## config.mk

```make
export PLATFORM = sky130hd
export DESIGN_NAME = instruction_fetch_unit
export DESIGN_NICKNAME = d
export VERILOG_FILES = /design/src/rtl/mips_pkg.sv /design/src/rtl/ifid_register.sv /design/src/rtl/instruction_fetch_unit.sv
export SDC_FILE = /design/constraint.sdc
export NUM_CORES = 1
export LEC_CHECK = 0
export CORE_MARGIN = 8
export CORE_UTILIZATION = 40
export CTS_CLUSTER_DIAMETER = 30
export CTS_CLUSTER_SIZE = 20
export DETAILED_ROUTE_END_ITERATION = 8
export DONT_BUFFER_PORTS = 1
export PLACE_DENSITY_LB_ADDON = 0.25
export RECOVER_POWER = 50
export SYNTH_ARGS = -nofsm -noshare
export SYNTH_HDL_FRONTEND = slang
export SYNTH_SLANG_ARGS = --single-unit
```

## constraint.sdc

```tcl
create_clock -name clk -period 2.4 [get_ports clk]
set_input_delay 0.48 -clock clk [delete_from_list [all_inputs] [get_ports clk]]
set_output_delay 0.48 -clock clk [all_outputs]
set_load 0.05 [all_outputs]
```

## src/rtl/mips_pkg.sv

```systemverilog
// Shared definitions for the MIPS fetch stage.
//   WORD_W        : datapath / word-index width
//   NOP_INSTR     : encoding used for IF/ID bubbles
//   fetch_state_e : fetch FSM states
package mips_pkg;

    localparam int WORD_W = 32;
    localparam logic [WORD_W-1:0] NOP_INSTR = 32'h0;

    typedef enum logic {
        RUN  = 1'b0,
        HALT = 1'b1
    } fetch_state_e;

endpackage

```

## src/rtl/ifid_register.sv

```systemverilog
// IF/ID pipeline register: instruction, PC+1 word index and valid bit.
// Ports:
//   clk, rst_n     : clock, async active-low reset
//   load           : capture load_instr / load_pc_plus1 and mark valid
//   flush          : force a bubble (takes priority over load)
//   load_instr     : instruction to capture
//   load_pc_plus1  : next sequential word index to capture
//   instr          : registered instruction (NOP when not valid)
//   pc_plus1       : registered PC+1 word index
//   valid          : register holds a real instruction
// With neither load nor flush asserted the contents hold.
module ifid_register
    import mips_pkg::*;
(
    input  logic              clk,
    input  logic              rst_n,
    input  logic              load,
    input  logic              flush,
    input  logic [WORD_W-1:0] load_instr,
    input  logic [WORD_W-1:0] load_pc_plus1,
    output logic [WORD_W-1:0] instr,
    output logic [WORD_W-1:0] pc_plus1,
    output logic              valid
);

    always_ff @(posedge clk or negedge rst_n) begin
        if (!rst_n) begin
            instr    <= NOP_INSTR;
            pc_plus1 <= '0;
            valid    <= 1'b0;
        end else if (flush) begin
            instr    <= NOP_INSTR;
            pc_plus1 <= '0;
            valid    <= 1'b0;
        end else if (load) begin
            instr    <= load_instr;
            pc_plus1 <= load_pc_plus1;
            valid    <= 1'b1;
        end
    end

endmodule

```

## src/rtl/instruction_fetch_unit.sv

```systemverilog
// Fetch stage: owns the PC (word index), drives instruction memory, fills IF/ID.
// Ports:
//   clk, rst_n       : clock, async active-low reset
//   stall_i          : hold PC and IF/ID
//   redirect_i       : taken branch/jump; PC <- redirect_pc_i, IF/ID bubbled
//   redirect_pc_i    : redirect target word index
//   imem_addr_o      : word index to instruction memory (PC flop)
//   imem_instr_i     : combinational instruction memory read data
//   ifid_instr_o     : IF/ID instruction (NOP when invalid)
//   ifid_pc_plus1_o  : IF/ID next sequential word index
//   ifid_valid_o     : IF/ID holds a real instruction
//   fetch_fault_o    : sticky out-of-range fetch flag
//   fetch_count_o    : instructions latched into IF/ID (wraps)
//
// State | Meaning
// ------+-------------------------------------------------------------
// RUN   | normal fetch; redirect > stall > range fault > sequential fetch
// HALT  | out-of-range fetch seen; everything frozen, IF/ID bubbled
module instruction_fetch_unit
    import mips_pkg::*;
#(
    parameter logic [WORD_W-1:0] RESET_PC   = 32'd0,
    parameter longint unsigned   IMEM_DEPTH = 128
) (
    input  logic              clk,
    input  logic              rst_n,
    input  logic              stall_i,
    input  logic              redirect_i,
    input  logic [WORD_W-1:0] redirect_pc_i,
    output logic [WORD_W-1:0] imem_addr_o,
    input  logic [WORD_W-1:0] imem_instr_i,
    output logic [WORD_W-1:0] ifid_instr_o,
    output logic [WORD_W-1:0] ifid_pc_plus1_o,
    output logic              ifid_valid_o,
    output logic              fetch_fault_o,
    output logic [WORD_W-1:0] fetch_count_o
);

    localparam logic ST_RUN  = RUN;
    localparam logic ST_HALT = HALT;

    // One extra bit so a depth of exactly 2^32 means "never out of range".
    localparam logic [WORD_W:0] DEPTH_LIMIT = IMEM_DEPTH[WORD_W:0];

    logic              state;
    logic [WORD_W-1:0] pc;
    logic [WORD_W-1:0] pc_plus1;
    logic [WORD_W-1:0] count;
    logic              fault;

    logic running;
    logic out_of_range;
    logic take_redirect;
    logic fault_now;
    logic do_fetch;
    logic ifid_flush;

    assign pc_plus1      = pc + 32'd1;
    assign running       = (state == ST_RUN);
    assign out_of_range  = ({1'b0, pc} >= DEPTH_LIMIT);
    assign take_redirect = running & redirect_i;
    assign fault_now     = running & ~redirect_i & ~stall_i & out_of_range;
    assign do_fetch      = running & ~redirect_i & ~stall_i & ~out_of_range;
    // HALT re-bubbles IF/ID every cycle rather than relying on it staying empty.
    assign ifid_flush    = ~running | take_redirect | fault_now;

    always_ff @(posedge clk or negedge rst_n) begin
        if (!rst_n) begin
            state <= ST_RUN;
            pc    <= RESET_PC;
            count <= '0;
            fault <= 1'b0;
        end else begin
            if (take_redirect) begin
                pc <= redirect_pc_i;
            end else if (fault_now) begin
                fault <= 1'b1;
                state <= ST_HALT;
            end else if (do_fetch) begin
                pc    <= pc_plus1;
                count <= count + 32'd1;
            end
        end
    end

    ifid_register u_ifid (
        .clk           (clk),
        .rst_n         (rst_n),
        .load          (do_fetch),
        .flush         (ifid_flush),
        .load_instr    (imem_instr_i),
        .load_pc_plus1 (pc_plus1),
        .instr         (ifid_instr_o),
        .pc_plus1      (ifid_pc_plus1_o),
        .valid         (ifid_valid_o)
    );

    assign imem_addr_o   = pc;
    assign fetch_fault_o = fault;
    assign fetch_count_o = count;

endmodule

```

## Word level (Yosys, flattened, before mapping)

Cells that the tools add are included.

- Input port bits: 68
- Word-level logic and storage cells: 36
- Output and inout bits: 130
- Register bits: 130

- Multiplexer cells: 8
- $lt $le $gt $ge: 1
- Eq/ne operators: 1
- $add $sub $neg: 2
- Bitwise operators: 13
- Reduce and logical (&&, ||, !) cells: 5

Operators by type and width:

| kind | number |
|---|---|
| $mux W32 | 6 |
| $add A32 B1 Y32 const B | 2 |
| $ge A32 B8 Y1 const B | 1 |
| $not A1 Y1 | 6 |
| $and A1 B1 Y1 | 5 |
| $reduce_and A2 Y1 | 2 |
| $reduce_bool A2 Y1 | 2 |
| $reduce_and A3 Y1 | 1 |
| $mux W1 | 2 |
| $ne A2 B2 Y1 const B | 1 |
| $or A1 B1 Y1 | 2 |

## Depth between registers and ports, before layout

- Depth in word-level cells: 7
- Depth in mapped cells: 7
- Gate-level depth less buffers: 5

## Hierarchy

From an unflattened synthesis, not the netlist that was laid out.

- Cells, all modules: 542
- Area total of the unflattened synthesis: 6,147.1 µm²

By module, submodules not included:

| module | times used | sequential area each (µm²) | cells an instance | area an instance (µm²) |
|---|---|---|---|---|
| instruction_fetch_unit | 1 | 1,626.6 | 333 | 3,509.6 |
| ifid_register | 1 | 1,626.6 | 209 | 2,637.5 |

## Worst setup path after synthesis

OpenSTA, ideal clock, no wires.

- Path kind: reg-to-reg
- Start: register pc[11], in the netlist imem_addr_o[11]
- End: register count[20], in the netlist fetch_count_o[20]
- Period minus slack after synthesis: 2.227 ns
- Path buffers: 1
- Cell stages (with the launch flop): 7
- Arrival: 2.146 ns
- Data required time: 2.318 ns
- Path slack: 0.173 ns
- Setup time: 0.082 ns
- Cell sequence: dfrtp_1 -> nor4_4 -> nand4_4 -> or4_4 -> buf_6 -> nor3_4 -> xor2_1

- Longest elaborated chain between the ends: 4
- Elaborated cells on any way between the ends: 6
- Those cells by class: 1 x order compare; 4 x bitwise; 1 x reduce/logical

Ends and longest elaborated chain:

| item | line | source |
|---|---|---|
| start, declared | instruction_fetch_unit.sv:46 | `logic [WORD_W-1:0] pc;` |
| start signal, assigned | instruction_fetch_unit.sv:75 | `pc <= redirect_pc_i;` |
| start signal, assigned | instruction_fetch_unit.sv:80 | `pc <= pc_plus1;` |
| $ge A32 B8 Y1 * | instruction_fetch_unit.sv:60 | `assign out_of_range = ({1'b0, pc} >= DEPTH_LIMIT);` |
| $and A1 B1 Y1 / $not A1 Y1 (equally long branches) | instruction_fetch_unit.sv:62, instruction_fetch_unit.sv:63 |  |
| $not A1 Y1 (no source line) / $and A1 B1 Y1 (equally long branches) | -- |  |
| $reduce_and A3 Y1 (no source line) * | -- |  |
| end signal, assigned | instruction_fetch_unit.sv:81 | `count <= count + 32'd1;` |
| end, declared | instruction_fetch_unit.sv:48 | `logic [WORD_W-1:0] count;` |

Mark *: on every way between the ends. The rest lies on a longest branch, timed or not.
A chain may end at the register's enable or synchronous reset.

## Final worst setup path

- Start: register pc[25], in the netlist imem_addr_o[25]
- End: register pc[5], in the netlist imem_addr_o[5]

- Longest elaborated chain between the ends: 5
- Elaborated cells on any way between the ends: 7
- Those cells by class: 1 x order compare; 1 x eq/ne; 3 x bitwise; 2 x reduce/logical

Ends and longest elaborated chain:

| item | line | source |
|---|---|---|
| $ge A32 B8 Y1 * | instruction_fetch_unit.sv:60 |  |
| $not A1 Y1 | instruction_fetch_unit.sv:63 | `assign do_fetch = running & ~redirect_i & ~stall_i & ~out_of_range;` |
| $and A1 B1 Y1 | instruction_fetch_unit.sv:63 |  |
| $reduce_bool A2 Y1 (no source line) | -- |  |
| $reduce_and A2 Y1 (no source line) * | -- |  |

Marked as above.

==> summary.md <==
| Metric | Value |
|---|---|
| FMAX | `461 MHz` |
| Grt total ovfl | `0` |
| HPWL after detailed placement | `9910 um` |
| Initial core utilization | `40.9%` |
| Worst EP required | `2690 ps` |
| CP max stage delay | `510 ps` |
| Kind of critical path | `reg -> reg` |
| Mean Syn Cell Area | `11.4 sq um` |
| Clock Latency Late Sink | `410 ps` |
| RSZ-0062 raised after global routing | `no` |
| Layout area overhead | `19.0%` |
| DRT Pass-1 Iters | `4` |
| Met3 WL | `1460 um` |
| Final net count | `608` |
| Vias after detailed routing | `3715` |
| WL/cell | `18.6 um` |
| Largest net degree at the start of global routing | `131` |
| Final ANT Viol Nets | `0` |
| Compound-gate portion of the synthesized area | `7.19%` |
| Commonest cells after routing, fill and taps aside | `dfrtp_1, nand2_1, clkbuf_1, xnor2_1, a22o_1` |
| Simple-Gate Fraction of Synth Area | `22.2%` |
| Adder-cell share of the synthesized area | `0.696%` |
| Layout cells sized above 1 | `12.4%` |
| Reg2reg setup slack | `230 ps` |
| Peak supply drop | `0.441 mV` |
| Crit path max fanout | `13` |
| Initial DRC Count | `263` |
| Multi-input logic area | `0.00198 sq mm` |
| CTS Buf Count | `17` |
| Yosys top cell by area | `dfrtp_1` |
| Setup violators final | `0` |
| Via density | `5.12` |
| Worst hold path type | `in -> async` |
| Setup TNS | `0 ps` |
| Status | `complete, but fails checks` |
| Register area | `0.00325 sq mm` |
| Port bufs | `0` |
| Final WL | `13500 um` |
| Fill cell count | `1239` |
| Post-route design area | `0.00642 sq mm` |
| Distinct cells, synth | `42` |
| Leakage | `3.03 nW` |
| Core area | `0.0132 sq mm` |
| Crit share post-route | `90.3%` |
| DRC | `0` |
| Row count | `42` |
| CTS sink cnt | `130` |
| First-pass GRT wire length | `21900 um` |
| Post-Syn Instances | `473` |
| Total Routing Usage GR | `15.8%` |
| Period minus WS final | `2170 ps` |
| Synth area leaders | `dfrtp_1, nand2_1, a22o_1` |
| Worst path slowest cell | `or2_2` |
| Sequential-to-total area share from yosys stat | `60.3%` |
| Total power | `4.90 mW` |
| Setup crit end kind | `register` |
| Met2 wire len | `6460 um` |
| Worst path arrival time | `2450 ps` |
| Vias in the first global route | `3908` |
| Worst Max-Slew Pin Slew | `846 ps` |
| Io pins | `198` |
| CTS max path bufs | `2` |
| Power per cell area | `762 mW/mm^2` |
| FF+latch count, synth | `130` |
| Inserted Diodes | `0` |
| Failing checks | `hold timing` |
| Die area | `0.0175 sq mm` |
| Synthesized area | `0.00539 sq mm` |
| Root buffer cell | `clkbuf_16` |
| Layout Utilization | `48.7%` |
| CTS tree | `built` |
| CTS clk-pin slew, worst paths | `60 ps` |
| Max layer used | `met4` |
| Synth Net Count | `544` |
| Multiplexer share of the synthesized area | `0%` |
| Hold WS | `-232 ps` |
| Largest family of logic cells by synthesized area | `simple AND/OR/NAND/NOR gates` |
| Die W | `132 um` |
| XOR/XNOR Fraction of Synth Area | `6.50%` |
| Ys Warns | `0` |
| M1 WL | `5350 um` |
| Worst setup SP type | `register` |
| Final Skew | `7.00 ps` |
| Post-CTS sizing | `0` |
| Yosys top cell area share | `60.3%` |
| GP Congestion | `0.804` |
| Final Slew Violations | `0` |
| Post-CTS setup buffer count | `0` |
| Max Cap Violations | `0` |
| Die H | `132 um` |
| Placed inst area | `0.00603 sq mm` |
| Number of antenna violations at the first check in global routing | `0` |
| Cell chain of the critical path | `nor4_1, nand4b_1, or2_2, o32ai_1, nor3_1` |
| Most common cell after layout, fill and taps aside | `dfrtp_1` |
| H-tree Lvls | `4` |
| Final hold violation count | `130` |
| Slew headroom | `43.6%` |
area by class of cell:
| type | instances | area share (%) |
|---|---|---|
| Clock inverter | 15 | 2.32 |
| Multi-Input combinational cell | 312 | 30.9 |
| Clock buffer | 17 | 6.63 |
| Timing Repair Buffer | 70 | 5.71 |
| Tap cell | 176 | 3.43 |
| Inverter | 6 | 0.351 |
| Sequential cell | 130 | 50.7 |
registers in the layout, summed over array words and instances, names as in the netlist:
register	flops
imem_addr_o	32
u_ifid.valid	1
fetch_fault_o	1
fetch_count_o	32
u_ifid.pc_plus1	32
u_ifid.instr	32
worst max-delay path: cells and delay by family, from the launching register on:
kind / cells / cell delay, ps
AO/OA/AOI/OAI: 1 / 300
flip-flops: 1 / 370
AND/OR/NAND/NOR: 4 / 1390
path summary, 6_finish.rpt:
check / endpoint / cells after the start / start
worst max-delay path: imem_addr_o[5]$_DFFE_PN0P_ / 5 / imem_addr_o[25]$_DFFE_PN0P_
worst min-delay path: u_ifid.pc_plus1[17]$_DFFE_PN0P_ / 0 / rst_n
worst max register to register: imem_addr_o[5]$_DFFE_PN0P_ / 5 / imem_addr_o[25]$_DFFE_PN0P_
worst min register to register: fetch_count_o[8]$_DFFE_PN0P_ / 1 / fetch_count_o[8]$_DFFE_PN0P_
max in group asynchronous: fetch_count_o[6]$_DFFE_PN0P_ / 0 / rst_n
min in group clk: imem_addr_o[13]$_DFFE_PN0P_ / 2 / redirect_pc_i[13]
metrics by stage:
| step | instances | worst slack [ps] | hold WS (ps) |
|---|---|---|---|
| finish | 726 | 233 | -232 |
| floorplan | 473 | 173 | 184 |
| global placement | 694 | 284 | 188 |
| CTS | 726 | 252 | -259 |
| detailed placement | 694 | 241 | 188 |
| global route | 726 | 136 | -262 |
cells in the mapped netlist (all sizes together):
cell type and count:
xnor2 32, nor2b 1, o21ai 10, dfrtp 130
o22ai 1, and3 13, nand3 11, and4 7
nor2 12, or2 1, o311ai 1, bufbuf 1
inv 6, nand2 103, clkbuf 17, a211oi 1
nand3b 1, buf 7, a22o 32, ha 3
o21a 1, nor4 9, nor3b 1, nand4b 2
a31oi 1, a21oi 1, xor2 8, and2 27
o32ai 1, nor3 11, o31ai 1, or4 1
nand4 19
per-layer routing:
metal,vias up,global-route usage [%]
met2,146,24.8
met3,18,7.47
met5,-,0
met1,1791,18.2
met4,0,6.06
li1,1760,-
kinds of logic after synthesis:
logic type | count (synthesis)
buffers and inverters | 31
adder cells (fa/ha/maj) | 3
flip-flops | 130
XOR/XNOR | 40
AO/OA/AOI/OAI | 50
AND/OR/NAND/NOR | 219
power by group:
group | switching (mW) | internal [mW] | total [mW]
Sequential | 0.0294 | 2.22 | 2.25
Clock | 1.01 | 1.45 | 2.46
Combinational | 0.140 | 0.0418 | 0.182
Total | 1.18 | 3.71 | 4.90
Power figures use the tool's default switching activity.
